File: src/rtl/rf_pkg.sv
// Shared register-file constants for the writeback arbiter and its users.
//   REG_COUNT : number of architectural registers (size of the busy scoreboard)
//   ADDR_W    : register address width
//   DATA_W    : register data width
//   ZERO_REG  : hard-wired zero register, never written
package rf_pkg;

  localparam int unsigned REG_COUNT = 32;
  localparam int unsigned ADDR_W    = 5;
  localparam int unsigned DATA_W    = 32;

  localparam logic [4:0] ZERO_REG = 5'd0;

  typedef logic [REG_COUNT-1:0] busy_t;

endpackage

File: src/rtl/rf_wb_arbiter_rr.sv
// Round-robin arbiter with a rotating last-grant pointer.
//   clk_i       : rising-edge clock
//   rst_i       : synchronous active-high reset; forces gnt_o to zero and the
//                 pointer to NUM_REQ-1 so requester 0 is favoured first
//   req_i       : one bit per requester
//   gnt_o       : one-hot grant (combinational)
//   gnt_valid_o : any grant this cycle
//   gnt_idx_o   : index of the granted requester
module rr_arbiter #(
  parameter int unsigned NUM_REQ = 2,
  localparam int unsigned IdxW   = (NUM_REQ > 1) ? $clog2(NUM_REQ) : 1
) (
  input  logic               clk_i,
  input  logic               rst_i,
  input  logic [NUM_REQ-1:0] req_i,
  output logic [NUM_REQ-1:0] gnt_o,
  output logic               gnt_valid_o,
  output logic [IdxW-1:0]    gnt_idx_o
);

  logic [IdxW-1:0] ptr_q, ptr_d;
  logic [IdxW-1:0] cand;

  // Search starts just after the last winner and wraps; first hit wins.
  always_comb begin
    gnt_o       = '0;
    gnt_valid_o = 1'b0;
    gnt_idx_o   = '0;
    cand        = '0;
    if (!rst_i) begin
      for (int unsigned k = 1; k <= NUM_REQ; k++) begin
        cand = IdxW'((32'(ptr_q) + k) % NUM_REQ);
        if (!gnt_valid_o && req_i[cand]) begin
          gnt_valid_o = 1'b1;
          gnt_idx_o   = cand;
          gnt_o[cand] = 1'b1;
        end
      end
    end
  end

  always_comb begin
    ptr_d = gnt_valid_o ? gnt_idx_o : ptr_q;
  end

  always_ff @(posedge clk_i) begin
    if (rst_i) begin
      ptr_q <= IdxW'(NUM_REQ - 1);
    end else begin
      ptr_q <= ptr_d;
    end
  end

endmodule

File: src/rtl/rf_wb_arbiter.sv
// Shares the single register-file write port among NUM_REQ writeback
// requesters and tracks outstanding writes in a busy scoreboard.
//   clk, rst        : clock, synchronous active-high reset
//   req/req_addr/
//   req_data        : per-requester write requests (packed, requester i in
//                     slice i)
//   ack             : one-hot combinational grant; request consumed on the edge
//   rsv_valid/addr  : issue stage reserves a destination register
//   W_ADDR/Din/WE   : registered register-file write port
//   busy            : registered scoreboard of reserved, unwritten registers
//   conflict        : registered pulse when a reserve hits a busy register
module rf_wb_arbiter
  import rf_pkg::REG_COUNT;
  import rf_pkg::ZERO_REG;
#(
  parameter int unsigned NUM_REQ = 2,
  parameter int unsigned ADDR_W  = 5,
  parameter int unsigned DATA_W  = 32
) (
  input  logic                      clk,
  input  logic                      rst,
  input  logic [NUM_REQ-1:0]        req,
  input  logic [NUM_REQ*ADDR_W-1:0] req_addr,
  input  logic [NUM_REQ*DATA_W-1:0] req_data,
  output logic [NUM_REQ-1:0]        ack,
  input  logic                      rsv_valid,
  input  logic [ADDR_W-1:0]         rsv_addr,
  output logic [ADDR_W-1:0]         W_ADDR,
  output logic [DATA_W-1:0]         Din,
  output logic                      WE,
  output logic [REG_COUNT-1:0]      busy,
  output logic                      conflict
);

  localparam int unsigned IdxW = (NUM_REQ > 1) ? $clog2(NUM_REQ) : 1;

  logic [ADDR_W-1:0] addr_arr [NUM_REQ];
  logic [DATA_W-1:0] data_arr [NUM_REQ];

  for (genvar g = 0; g < NUM_REQ; g++) begin : g_unpack
    assign addr_arr[g] = req_addr[g*ADDR_W +: ADDR_W];
    assign data_arr[g] = req_data[g*DATA_W +: DATA_W];
  end

  logic            gnt_valid;
  logic [IdxW-1:0] gnt_idx;

  rr_arbiter #(
    .NUM_REQ (NUM_REQ)
  ) u_rr (
    .clk_i       (clk),
    .rst_i       (rst),
    .req_i       (req),
    .gnt_o       (ack),
    .gnt_valid_o (gnt_valid),
    .gnt_idx_o   (gnt_idx)
  );

  logic [ADDR_W-1:0]    gnt_addr;
  logic [DATA_W-1:0]    gnt_data;
  logic                 wr_real, rsv_real;
  logic [ADDR_W-1:0]    waddr_q, waddr_d;
  logic [DATA_W-1:0]    din_q, din_d;
  logic                 we_q, we_d;
  logic [REG_COUNT-1:0] busy_q, busy_d;
  logic                 conflict_q, conflict_d;

  always_comb begin
    gnt_addr = addr_arr[gnt_idx];
    gnt_data = data_arr[gnt_idx];
    // Register 0 writes are still acked but never reach the register file.
    wr_real  = gnt_valid && (gnt_addr != ADDR_W'(ZERO_REG));
    rsv_real = rsv_valid && (rsv_addr != ADDR_W'(ZERO_REG));

    we_d    = wr_real;
    waddr_d = gnt_valid ? gnt_addr : waddr_q;
    din_d   = gnt_valid ? gnt_data : din_q;

    // Clear first so a same-cycle reserve of the same register wins.
    busy_d = busy_q;
    if (wr_real) busy_d[gnt_addr] = 1'b0;
    if (rsv_real) busy_d[rsv_addr] = 1'b1;

    // A register being retired this very cycle is free for the new reserve.
    conflict_d = rsv_real && busy_q[rsv_addr] && !(wr_real && (gnt_addr == rsv_addr));
  end

  always_ff @(posedge clk) begin
    if (rst) begin
      we_q       <= 1'b0;
      waddr_q    <= '0;
      din_q      <= '0;
      busy_q     <= '0;
      conflict_q <= 1'b0;
    end else begin
      we_q       <= we_d;
      waddr_q    <= waddr_d;
      din_q      <= din_d;
      busy_q     <= busy_d;
      conflict_q <= conflict_d;
    end
  end

  assign WE       = we_q;
  assign W_ADDR   = waddr_q;
  assign Din      = din_q;
  assign busy     = busy_q;
  assign conflict = conflict_q;

endmodule

File: config.mk
export PLATFORM = sky130hd
export DESIGN_NAME = rf_wb_arbiter
export DESIGN_NICKNAME = d
export VERILOG_FILES = /design/src/rtl/rf_pkg.sv /design/src/rtl/rf_wb_arbiter_rr.sv /design/src/rtl/rf_wb_arbiter.sv
export SDC_FILE = /design/constraint.sdc
export NUM_CORES = 1
export LEC_CHECK = 0
export BUFFER_PORTS_ARGS = -buffer_cell sky130_fd_sc_hd__buf_4
export CAP_MARGIN = 5
export CELL_PAD_IN_SITES_DETAIL_PLACEMENT = 2
export CELL_PAD_IN_SITES_GLOBAL_PLACEMENT = 2
export CORE_ASPECT_RATIO = 1.2
export CORE_MARGIN = 3
export CORE_UTILIZATION = 29
export CTS_CLUSTER_SIZE = 16
export DETAILED_ROUTE_END_ITERATION = 12
export PLACE_DENSITY_LB_ADDON = 0.05
export SYNTH_ARGS = -nofsm -noshare
export SYNTH_HDL_FRONTEND = slang
export SYNTH_SLANG_ARGS = --single-unit
File: constraint.sdc
create_clock -name clk -period 2.8 [get_ports clk]
set_clock_uncertainty 0.2 [all_clocks]
set_input_delay 0.56 -clock clk [delete_from_list [all_inputs] [get_ports clk]]
set_output_delay 0.56 -clock clk [all_outputs]
set_load 0.005 [all_outputs]
==> impl_results.md <==
* CTS root buf: sky130_fd_sc_hd__clkbuf_16
* Pin count of the biggest net entering global routing at 76
* Detail-routed via count per cell at ~5.3
* Sequential area share after synthesis at between 30% and 40%
* Share of flip-flops with an asynchronous set or reset after synthesis at 0%
* Run status: completed
* Die width at around 110 microns
* Critical Path Start Type: input pin
* Required time at the endpoint of the critical path at between 2 and 3 ns
* Switching power total at 0.719 mW
* Tightest slew margin relative to the limit at between 50% and 60%
* Unrepaired setup endpoints after global routing: no
* Sum of overflow across all layers after global routing at 0
* Setup TNS at 0 ns
* Top-area cell type share of the netlist area at 39.9%
* Leakage at 2.41 nW
* Critical path data arrival time at 2.13 ns
* Count of inserted antenna diode cells at 0
* CP endpoint kind: flop
* Nets in the synthesized netlist at 493
* Count of pins over their slew limit at 0
* Initial standard-cell utilization of the core at between 20% and 30%
* Clock Tree Buf Depth at 2
* Drc violations at 0
* Total power per unit cell area at about 530 nW/um^2
* Main flop type after synthesis: sky130_fd_sc_hd__dfxtp_1
* Floorplan die area at between 10000 and 15000 sq um
* Share of total power in sequential cells at approximately two fifths
* Internal cell power at ~2.0 mW
* Initial antenna violation count at 0
* Post-DP HPWL at ~11000 microns
* Number of library cell types mapped by synthesis at 48
* Synthesized area divided by synthesized cell count at 8.83 sq um
* Count of nets after finishing at 637
* Critical path's slowest cell: sky130_fd_sc_hd__mux4_2
* Largest cells by area after synthesis: sky130_fd_sc_hd__dfxtp_1 40%, sky130_fd_sc_hd__mux2i_1 12%, sky130_fd_sc_hd__a211oi_1 7.3%, sky130_fd_sc_hd__nor2_1 4.9%, sky130_fd_sc_hd__o21ai_0 3.7%
* Last weighted congestion value of the routability-driven placer at about 0.82
* Final critical path time including I/O delays and setup at 2.11 ns
* IR Drop Worst-Case VDD at around 220 uV
* Final Routed Wirelength at around 14000 microns
* Final period util at about three quarters
* Final Hold Viols at 0
* CTS sink cnt at 72
* Count of input and output buffers at about 160
* HP Class: input pin to flop
* Cell Rows at 44
* Cell with the most instances after synthesis: sky130_fd_sc_hd__dfxtp_1
* Measured slew at the worst slew-check pin at between 0.7 and 0.8 ns
* Post-CTS Setup Bufs at 0
* Global-route wire length before repair at roughly 22000 microns
* Switching part of the total at between 20% and 30%
* Synth warnings at 0
* Overall routing resource usage at 20.8%
* Highest achievable clock rate at between 400 and 500 MHz
* 1st-iter DRT viols at about 120
* Clock tree from TritonCTS: done
* Core outline area at 12200 sq um
* Antenna Violating Nets Remaining at 0
* Delay of the slowest critical-path stage at around 0.55 ns
* Via count at 3776
* Cell type group with the largest total delay on the critical path: compound AO/OA/AOI/OAI gates
* Flop2flop setup slack at approximately 0.70 ns
* EDFF count, synth at 0
* # hold bufs at CTS at 0
* WL/cell at roughly 20 microns
* Largest driver fanout on the critical path at 14
* Flops & latches, synth at 72
* Worst Path Class, Setup: input pin to flop
* Chip height at about 130 microns
* Vias in the first global route at 4024
* Most instantiated cells after synthesis: 72 x sky130_fd_sc_hd__dfxtp_1, 47 x sky130_fd_sc_hd__nor2_1, 43 x sky130_fd_sc_hd__mux2i_1
* First-pass detailed-route iteration total at 4
* Number of cells upsized or downsized after cts at 0
* Top-level I/O count at approximately 160
* Maximum level of the CTS H-tree at 3
* Post-synthesis cell type with the largest combined area: sky130_fd_sc_hd__dfxtp_1
* Growth of design area from synthesis to finish at 43.9%
* Cell area reported after detailed placement at 4900 sq um
* Share of power burned in the clock network at a little over two fifths
* Total non-filler cell area in the finished layout at 5200 sq um
* Most common cell on crit path: sky130_fd_sc_hd__a311oi_1
* Bufs and invs on worst path at 1
* Cell area after synthesis at about 3600 sq um
* Cells after synthesis at roughly 410
* Cells along the critical path: buf_4 > mux4_2 > nor3b_1 > a311oi_1 > a31oi_1 > a311oi_1 > nor4_1
* Number of setup violations in the final report at 0
* Clock buffers created by TritonCTS at 9
* Share of final-layout standard cells stronger than drive strength 1 at 34.8%
* Later-pin clock latency in the skew report at between 0.3 and 0.4 ns
* Fraction of power consumed by combinational cells at between 10% and 20%
* # Max-Cap Violations at 0
* Clock input transition at the sequential cells of the worst setup and hold paths at roughly 0.060 ns
-- sequential cells by signal, indices dropped and copies added (netlist names) --
register    cells
Din            32
WE              1
W_ADDR          5
busy           32
conflict        1
u_rr.ptr_q      1
-- layout by cell type (no fill, tap or decap), drive strengths merged, types with 4 or more instances in the layout --
master,synthesis,layout
buf,13,165
dfxtp,72,72
nor2,47,47
mux2i,43,43
a211oi,35,35
nand2,31,31
o21ai,29,29
a21oi,17,17
clkbuf,19,13
o211ai,9,9
nand3,8,8
inv,7,7
nand2b,6,6
o31ai,6,6
nor2b,6,6
o311ai,6,6
mux2,5,5
nor3,4,4
nor3b,4,4
or3,4,4
a311oi,4,4
or2,4,4
mux4,4,4
-- path summary, 6_finish.rpt --
kind                             endpoint  cells past startpoint                     from
setup / recovery      conflict$_SDFF_PP0_                      7              rsv_addr[0]
hold / removal    u_rr.ptr_q$_SDFFE_PP1P_                      2                   req[0]
setup reg to reg       busy[6]$_SDFF_PP0_                      7  u_rr.ptr_q$_SDFFE_PP1P_
hold reg to reg        busy[0]$_SDFF_PP0_                      1       busy[0]$_SDFF_PP0_
-- metrics by stage --
stage | utilization, % | hold slack (ns) | cells | setup WS, ns | power, mW
floorplan | - | 0.261 | 409 | 0.673 | 1.34
global placement | 40.3 | 0.272 | 703 | 0.394 | 1.58
detailed placement | 40.3 | 0.287 | 703 | 0.322 | 1.60
CTS | 42.7 | 0.222 | 719 | 0.666 | 2.80
global route | 42.7 | 0.246 | 719 | 0.473 | 2.90
finish | 42.7 | 0.228 | 719 | 0.690 | 2.76
-- cell families after synthesis --
logic type      after synthesis  share of synthesized area (%)
flops                        72                           39.9
buf+inv                      39                           4.95
mux                          52                           16.2
xor+xnor                      3                          0.727
simple gates                123                           15.9
compound gates              120                           22.4
-- area by class of cell --
class / count / area, sq um
sequential: 72 / 1440
timing repair buffer: 165 / 1240
inverter: 7 / 26.3
fill: 1369 / 6970
clock buffer: 13 / 260
multi-input combinational: 298 / 1990
clock inverter: 3 / 40.0
tap: 161 / 201
-- power groups by stage --
stage | Clock [mW] | Sequential, mW | Combinational [mW]
after floorplan | 0 | 1.13 | 0.208
after global placement | 0 | 1.13 | 0.454
after detailed placement | 0 | 1.13 | 0.469
after CTS | 1.22 | 1.11 | 0.472
after global routing | 1.27 | 1.11 | 0.510
final | 1.19 | 1.11 | 0.463
-- routing by layer --
metal  global-route usage (%)  vias up  wire length [microns]
met5                        0        -                      0
li1                         -     1797                      -
met1                     25.6     1859                   5800
met3                     6.30       12                    975
met2                     35.1      108                   7230
met4                     5.72        0                    161
Power figures use the tool's default switching activity.
